--- src/rtl/pipelined_rca_pkg.sv ---
// Shared types and the full-adder cell for the pipelined ripple-carry adder.
// Default geometry matches the 16-bit, 4-segment configuration used in datapaths.
package pipelined_rca_pkg;

  localparam int DEF_WIDTH  = 16;
  localparam int DEF_STAGES = 4;

  typedef struct packed {
    logic s;
    logic co;
  } fa_t;

  // One-bit full adder; the ripple chain in each segment is built from this cell.
  function automatic fa_t full_add(input logic x, input logic y, input logic ci);
    fa_t r;
    r.s  = x ^ y ^ ci;
    r.co = (x & y) | (ci & (x ^ y));
    return r;
  endfunction

endpackage

--- src/rtl/pipelined_rca_if.sv ---
// Valid/ready operand and result channels of the pipelined adder.
// master drives operands and result backpressure; slave is the adder.
interface pipelined_rca_if
  import pipelined_rca_pkg::*;
#(
  parameter int WIDTH = DEF_WIDTH
);

  logic             in_valid;
  logic             in_ready;
  logic [WIDTH-1:0] a;
  logic [WIDTH-1:0] b;
  logic             cin;
  logic             sub;
  logic             out_valid;
  logic             out_ready;
  logic [WIDTH-1:0] sum;
  logic             cout;
  logic             ovf;

  modport master (
    output in_valid, a, b, cin, sub, out_ready,
    input  in_ready, out_valid, sum, cout, ovf
  );

  modport slave (
    input  in_valid, a, b, cin, sub, out_ready,
    output in_ready, out_valid, sum, cout, ovf
  );

endinterface

--- src/rtl/pipelined_rca_segment.sv ---
// Purely combinational SEG-bit ripple-carry segment built from the full-adder cell.
// Also exposes the carry into its MSB so the top segment can derive signed overflow.
module rca_segment
  import pipelined_rca_pkg::*;
#(
  parameter int SEG = 4
) (
  input  logic [SEG-1:0] a,
  input  logic [SEG-1:0] b,
  input  logic           ci,
  output logic [SEG-1:0] s,
  output logic           co,
  output logic           cm
);

  logic carry;
  fa_t  fa;

  // NOTE: blocking assignments here model the ripple as ordered combinational steps;
  // every output gets a default first so no latch can be inferred.
  always_comb begin
    carry = ci;
    cm    = ci;
    s     = '0;
    fa    = '0;
    for (int i = 0; i < SEG; i++) begin
      if (i == SEG - 1) cm = carry;
      fa    = full_add(a[i], b[i], carry);
      s[i]  = fa.s;
      carry = fa.co;
    end
    co = carry;
  end

endmodule

--- src/rtl/pipelined_rca.sv ---
// WIDTH-bit add/subtract split into STAGES ripple segments with registered carries,
// skewed operands, deskewed sums and valid/ready flow control on both sides.
module pipelined_rca
  import pipelined_rca_pkg::*;
#(
  parameter int WIDTH  = DEF_WIDTH,
  parameter int STAGES = DEF_STAGES
) (
  input logic           clk,
  input logic           rst_n,
  pipelined_rca_if.slave bus
);

  localparam int SEG = WIDTH / STAGES;

  if (STAGES < 1 || STAGES > WIDTH || (WIDTH % STAGES) != 0) begin : g_bad_cfg
    $error("pipelined_rca: WIDTH must be a non-zero multiple of STAGES");
  end

  // Rank k holds a beat that has completed segments 0..k-1.
  logic [STAGES-1:0] vld;
  logic [WIDTH-1:0]  opa [STAGES];
  logic [WIDTH-1:0]  opb [STAGES];
  logic [WIDTH-1:0]  acc [STAGES];
  logic              cy  [STAGES];

  logic [SEG-1:0]    seg_sum [STAGES];
  logic              seg_co  [STAGES];
  logic              seg_cm  [STAGES];

  logic              out_vld;
  logic [WIDTH-1:0]  sum_q;
  logic              cout_q;
  logic              ovf_q;
  logic              stall;
  logic              advance;

  assign stall         = out_vld & ~bus.out_ready;
  assign advance       = ~stall;
  assign bus.in_ready  = advance;
  assign bus.out_valid = out_vld;
  assign bus.sum       = sum_q;
  assign bus.cout      = cout_q;
  assign bus.ovf       = ovf_q;

  for (genvar k = 0; k < STAGES; k++) begin : g_seg
    rca_segment #(.SEG(SEG)) u_seg (
      .a  (opa[k][k*SEG +: SEG]),
      .b  (opb[k][k*SEG +: SEG]),
      .ci (cy[k]),
      .s  (seg_sum[k]),
      .co (seg_co[k]),
      .cm (seg_cm[k])
    );
  end

  // Control and the visible result are reset; a reset drops every in-flight beat.
  always_ff @(posedge clk) begin
    if (!rst_n) begin
      vld     <= '0;
      out_vld <= 1'b0;
      sum_q   <= '0;
      cout_q  <= 1'b0;
      ovf_q   <= 1'b0;
    end else if (advance) begin
      vld[0] <= bus.in_valid;
      for (int k = 1; k < STAGES; k++) vld[k] <= vld[k-1];
      out_vld <= vld[STAGES-1];
      sum_q   <= acc[STAGES-1];
      sum_q[(STAGES-1)*SEG +: SEG] <= seg_sum[STAGES-1];
      cout_q  <= seg_co[STAGES-1];
      ovf_q   <= seg_co[STAGES-1] ^ seg_cm[STAGES-1];
    end
  end

  // NOTE: the internal datapath ranks carry no reset; their contents only matter
  // when the matching valid bit is set, and that bit is reset.
  always_ff @(posedge clk) begin
    if (advance) begin
      opa[0] <= bus.a;
      opb[0] <= bus.sub ? ~bus.b : bus.b;
      cy[0]  <= bus.cin ^ bus.sub;
      acc[0] <= '0;
      for (int k = 1; k < STAGES; k++) begin
        opa[k] <= opa[k-1];
        opb[k] <= opb[k-1];
        cy[k]  <= seg_co[k-1];
        acc[k] <= acc[k-1];
        acc[k][(k-1)*SEG +: SEG] <= seg_sum[k-1];
      end
    end
  end

endmodule
--- src/flat_wrapper.sv ---
// flat-port wrapper written by rule: the top's interface ports become plain ports
module pipelined_rca_flat import pipelined_rca_pkg::*;
#(
  parameter int WIDTH  = DEF_WIDTH,
  parameter int STAGES = DEF_STAGES
)
  (clk, rst_n, bus_in_valid, bus_a, bus_b, bus_cin, bus_sub, bus_out_ready, bus_in_ready, bus_out_valid, bus_sum, bus_cout, bus_ovf);
  pipelined_rca_if #(.WIDTH(WIDTH)) bus_i ();
  input logic clk;
  input logic rst_n;
  input wire logic [$bits(bus_i.in_valid)-1:0] bus_in_valid;
  input wire logic [$bits(bus_i.a)-1:0] bus_a;
  input wire logic [$bits(bus_i.b)-1:0] bus_b;
  input wire logic [$bits(bus_i.cin)-1:0] bus_cin;
  input wire logic [$bits(bus_i.sub)-1:0] bus_sub;
  input wire logic [$bits(bus_i.out_ready)-1:0] bus_out_ready;
  output wire logic [$bits(bus_i.in_ready)-1:0] bus_in_ready;
  output wire logic [$bits(bus_i.out_valid)-1:0] bus_out_valid;
  output wire logic [$bits(bus_i.sum)-1:0] bus_sum;
  output wire logic [$bits(bus_i.cout)-1:0] bus_cout;
  output wire logic [$bits(bus_i.ovf)-1:0] bus_ovf;
  assign bus_i.in_valid = bus_in_valid;
  assign bus_i.a = bus_a;
  assign bus_i.b = bus_b;
  assign bus_i.cin = bus_cin;
  assign bus_i.sub = bus_sub;
  assign bus_i.out_ready = bus_out_ready;
  assign bus_in_ready = bus_i.in_ready;
  assign bus_out_valid = bus_i.out_valid;
  assign bus_sum = bus_i.sum;
  assign bus_cout = bus_i.cout;
  assign bus_ovf = bus_i.ovf;
  pipelined_rca #(.WIDTH(WIDTH), .STAGES(STAGES)) u_core (.clk(clk), .rst_n(rst_n), .bus(bus_i));
endmodule
--- config.mk ---
export PLATFORM = sky130hd
export DESIGN_NAME = pipelined_rca_flat
export DESIGN_NICKNAME = d
export VERILOG_FILES = /design/src/rtl/pipelined_rca_pkg.sv /design/src/rtl/pipelined_rca_if.sv /design/src/rtl/pipelined_rca_segment.sv /design/src/rtl/pipelined_rca.sv /design/src/flat_wrapper.sv
export SDC_FILE = /design/constraint.sdc
export NUM_CORES = 1
export LEC_CHECK = 0
export ABC_AREA = 1
export BUFFER_PORTS_ARGS = -buffer_cell sky130_fd_sc_hd__buf_2
export CAP_MARGIN = 20
export CORE_MARGIN = 8
export CORE_UTILIZATION = 60
export DETAILED_ROUTE_END_ITERATION = 10
export HOLD_SLACK_MARGIN = 0.12
export PLACE_DENSITY = 0.82
export SKIP_CTS_REPAIR_TIMING = 1
export SYNTH_ARGS = -nofsm -noshare
export SYNTH_HDL_FRONTEND = slang
export SYNTH_HIERARCHICAL = 1
export SYNTH_SLANG_ARGS = --single-unit
--- constraint.sdc ---
create_clock -name clk -period 10 [get_ports clk]
set_clock_uncertainty 0.05 [all_clocks]
set_input_delay 0.5 -clock clk [delete_from_list [all_inputs] [get_ports clk]]
set_output_delay 0.5 -clock clk [all_outputs]
set_load 0.005 [all_outputs]
Word-level counts from Yosys, hierarchy flattened:

Memories as Yosys holds them, arrays and structs flattened. A register that Yosys moved wholly into a read port is not among the register bits.
Index checks and enable logic that the tools add are counted.

* word-level logic and storage cells: 105
* output and inout bits: 20
* memories: 4
* input port bits: 38
* bits in writable memories: 196
* bits in registers: 23

* reductions and logical operators: 2
* mux-type cells: 5
* bitwise gates (word level): 89

Memory list
* u_core.acc: depth 4, bits a word 16, read ports 4, clocked after Yosys merged registers in 1, wr ports 4, RTL line pipelined_rca.sv:24 `logic [WIDTH-1:0] acc [STAGES];`
* u_core.opa: depth 4, bits a word 16, read ports 4, clocked after Yosys merged registers in 0, wr ports 4, RTL line pipelined_rca.sv:22 `logic [WIDTH-1:0] opa [STAGES];`
* u_core.opb: depth 4, bits a word 16, read ports 4, clocked after Yosys merged registers in 0, wr ports 4, RTL line pipelined_rca.sv:23 `logic [WIDTH-1:0] opb [STAGES];`
* u_core.cy: depth 4, bits a word 1, read ports 4, clocked after Yosys merged registers in 0, wr ports 4, RTL line pipelined_rca.sv:25 `logic cy [STAGES];`

Operator list (number)
* $xor 1x1->1: 34
* $and 1x1->1: 33
* $or 1x1->1: 19
* $mux 16: 1
* $not 16->16: 1
* $mux 4: 3
* $logic_not 1->1: 2
* $not 1->1: 2
* $mux 1: 1

Depth between registers and ports, before layout:

* depth after elaboration: 10
* gate-level depth with buffers: 11

Modules after synthesis:

The synthesis kept the hierarchy.

By module, submodules not included
* pipelined_rca: area each 4312.9 µm², cells each 237, instances 1, sequential area each 3703.6 µm²
* rca_segment: area each 110.1 µm², cells each 12, instances 4, sequential area each 0.0 µm²

Worst setup path before layout:

Ideal clock, no wire load.

* path type: input-to-reg
* start: in bus_out_ready
* end: mem u_core/acc[1][0] (netlist bit), enable pin
* stages: 2
* path buffers: 0
* path slack: 6.655 ns
* required time: 8.966 ns
* arrival: 2.311 ns
* cell sequence: inv_2 -> nand2_1

RTL lines
* start, declared: RTL line flat_wrapper.sv:16 `input wire logic [$bits(bus_i.out_ready)-1:0] bus_out_ready;`
* end, declared: RTL line pipelined_rca.sv:24

==> results.ini <==
[status]
status=finished, final reports clean

[sta]
finalHoldViolations=0
clock.fmax_ghz=0.4380
relSlewSlack_pct=66.24
period_needed_ns=2.283
setup_viol=0
rsz0062_at_grt=no
finalCritPeriodShare_pct=22.83
finalMaxSlewViolations=0
worstMarginPinSlew_ns=0.5053
setup_tns_ns=0

[global_routing]
grt_pass1_vias=2437
antenna_found_initial=0
grt_overflow_total=0
grt_max_degree=95
track_usage_pct=13.19
grt_pass1_wl_mm=11.23

[logic_synthesis]
ys_seq_elements=131
yosysWarningCount=18
synth_edf_count=108
syn_inst=285
avgSynthCellArea_um2=16.68
syn_area_um2=4753
synth_common_cells=edfxtp_1, nor2_1, inv_1
yosys-top-cells-area=edfxtp_1, dfxtp_1, fa_1
synth_ff_type=edfxtp_1
async_flop_share_pct=0
yosysMostFrequentCell=edfxtp_1
yosysUniqueCellTypes=17
synth_top_area_share_pct=68.23
yosysTopAreaCell=edfxtp_1
synth_nets=339
ys_seq_area_share_pct=77.92

[power_and_ir_drop]
peakVddDrop_mv=0.1512
seqPwrFrac_pct=50.5
power.leakage_nw=2.462
cell_internal_pwr_mw=1.128
clkPwrFrac_pct=41.3
switching_share_pct=21.70
powerDensity_nw_per_um2=244.8
p_sw_mw=0.3126
comb_power_share_pct=8.2

[cells_and_area]
regArea_um2=3704
finalInstanceArea_um2=5886
fin_util_pct=76.56
drive_above_1_share_pct=25.26
diodes=0
finish.net_count=425
area_growth_pct=23.82
multi_input_comb_area_um2=850.8
nFillCells=454

[drt]
drt-pass1-iter-count=4
wire_per_inst_um=14.57
drc_errors=0
wirelength_mm=7.079
ant_nets=0
first_iter_violations=92
via_per_inst=4.728
vias=2298

[flow_run]
maxCapViolations=0

[hold_path]
hold_class=in2reg
hold_path.startpoint=bus_in_valid

[place]
io_buffers=57
dpl.hpwl_mm=4.123
gp_congestion=0.6718
placed_cell_area_um2=5117

[clock_network]
cts_buffers=17
cts_tree=done
clk_path_buf_depth=2
cts.sinks=131
clk_latency_ns=0.51
ctsHtreeMaxLevel=4
path_clk_slew_ns=0.06
cts_root_buffer=clkbuf_8

[die]
die_w_um=105.0
die-area_um2=11030
start_util_pct=61.83
die_h_um=105.0
core-area_um2=7687
fp-row-count=32
num_io_pins=58

[setup_path]
required_ns=10.19
worstPathArrival_ns=2.48
path_class=reg2reg
end_kind=flip-flop
cp-startpoint=u_core/opa[2][8]
r2r_start=u_core/opa[2][8]
cp-start-kind=flip-flop
crit_fanout=1

==> area by class of cell <==
type                       count  area share, %
tap                          102          2.168
sequential                   131          62.93
inverter                      38          2.423
clock buffer                  17          7.037
timing repair buffer          75          8.163
multi-input combinational    108          14.46
clock inverter                15          2.827
==> cells by family (layout without fill, tap and decap cells) <==
kind of cell | count (synthesis) | count (layout) | synth area share, %
DFF | 131 | 131 | 77.92
xor gates and xnor gates | 17 | 17 | 3.132
buffers and inverters | 46 | 145 | 4.343
AOI/OAI and AO/OA | 21 | 21 | 3.264
adders and majority gates | 16 | 16 | 6.739
and+or+nand+nor | 54 | 54 | 4.607
==> worst max-delay path: stages (launching register included) <==
cell and delay, ns:
edfxtp_1 0.39, fa_1 0.20, inv_1 0.07, fa_1 0.38
fa_1 0.39, inv_1 0.10, fa_1 0.44
==> metal layers <==
layer  global-route usage, %  wire length (µm)  up-vias
met4                   7.238               154        0
met1                   14.96              2899     1087
met2                   20.36              3548       75
met3                   6.143               478        9
li1                        -                 -     1127
met5                       0                 0        -
==> power by group through the flow <==
| stage | combinational [mW] | clock, mW | sequential, mW |
|---|---|---|---|
| floorplan | 0.0643 | 0 | 0.730 |
| global placement | 0.103 | 0 | 0.731 |
| detailed placement | 0.111 | 0 | 0.737 |
| CTS | 0.115 | 0.603 | 0.728 |
| global route | 0.138 | 0.630 | 0.737 |
| finish | 0.119 | 0.594 | 0.728 |
==> stage by stage <==
step           setup WS (ns)  instances  total power, mW  hold WS, ns
2_1_floorplan          6.655        285           0.7944       0.3503
3_3_place_gp           7.828        437           0.8340       0.3513
3_5_place_dp           7.792        437           0.8484       0.3545
4_1_cts                7.766        469            1.446      0.08462
5_1_grt                7.658        486            1.505       0.1515
6_report               7.717        486            1.441       0.1635
==> worst paths after layout <==
| kind | endpoint | slack, ns | cells past startpoint |
|---|---|---|---|
| worst max register to register | u_core/acc[3][11] | 7.72 | 6 |
| worst min-delay path | u_core/vld[0] | 0.16 | 3 |
| worst max-delay path | u_core/acc[3][11] | 7.72 | 6 |
| worst min register to register | u_core/opa[1][13] | 0.36 | 0 |
==> registers in the layout (all words and copies together), names as in the netlist <==
name and cells:
u_core/bus.sum 16, u_core/bus.ovf 1, u_core/vld 4, u_core/bus.out_valid 1
u_core/bus.cout 1, u_core/opb 40, u_core/acc 24, u_core/cy 4
u_core/opa 40
==> cells in the final DEF (no fill, tap or decap) <==
| cell type | Yosys | routed |
|---|---|---|
| clkbuf_16 | 0 | 16 |
| dfxtp_1 | 23 | 23 |
| clkinv_4 | 0 | 2 |
| inv_1 | 35 | 35 |
| nand3b_1 | 1 | 1 |
| clkbuf_8 | 0 | 1 |
| o21bai_1 | 20 | 20 |
| dlygate4sd3_1 | 0 | 16 |
| clkinv_1 | 0 | 1 |
| nand2_1 | 7 | 6 |
| nand2_4 | 0 | 1 |
| buf_16 | 0 | 1 |
| clkinv_2 | 0 | 5 |
| bufinv_16 | 0 | 3 |
| nor2_1 | 43 | 43 |
| nor2_2 | 1 | 1 |
| clkinvlp_4 | 0 | 4 |
| xor2_1 | 17 | 17 |
| nor2_4 | 1 | 1 |
| buf_2 | 0 | 57 |
| inv_2 | 3 | 3 |
| buf_4 | 3 | 1 |
| a21oi_1 | 1 | 1 |
| edfxtp_1 | 108 | 108 |
| nand2_2 | 1 | 1 |
| fa_1 | 16 | 16 |
Note: power is estimated with default switching activity, not from simulation.
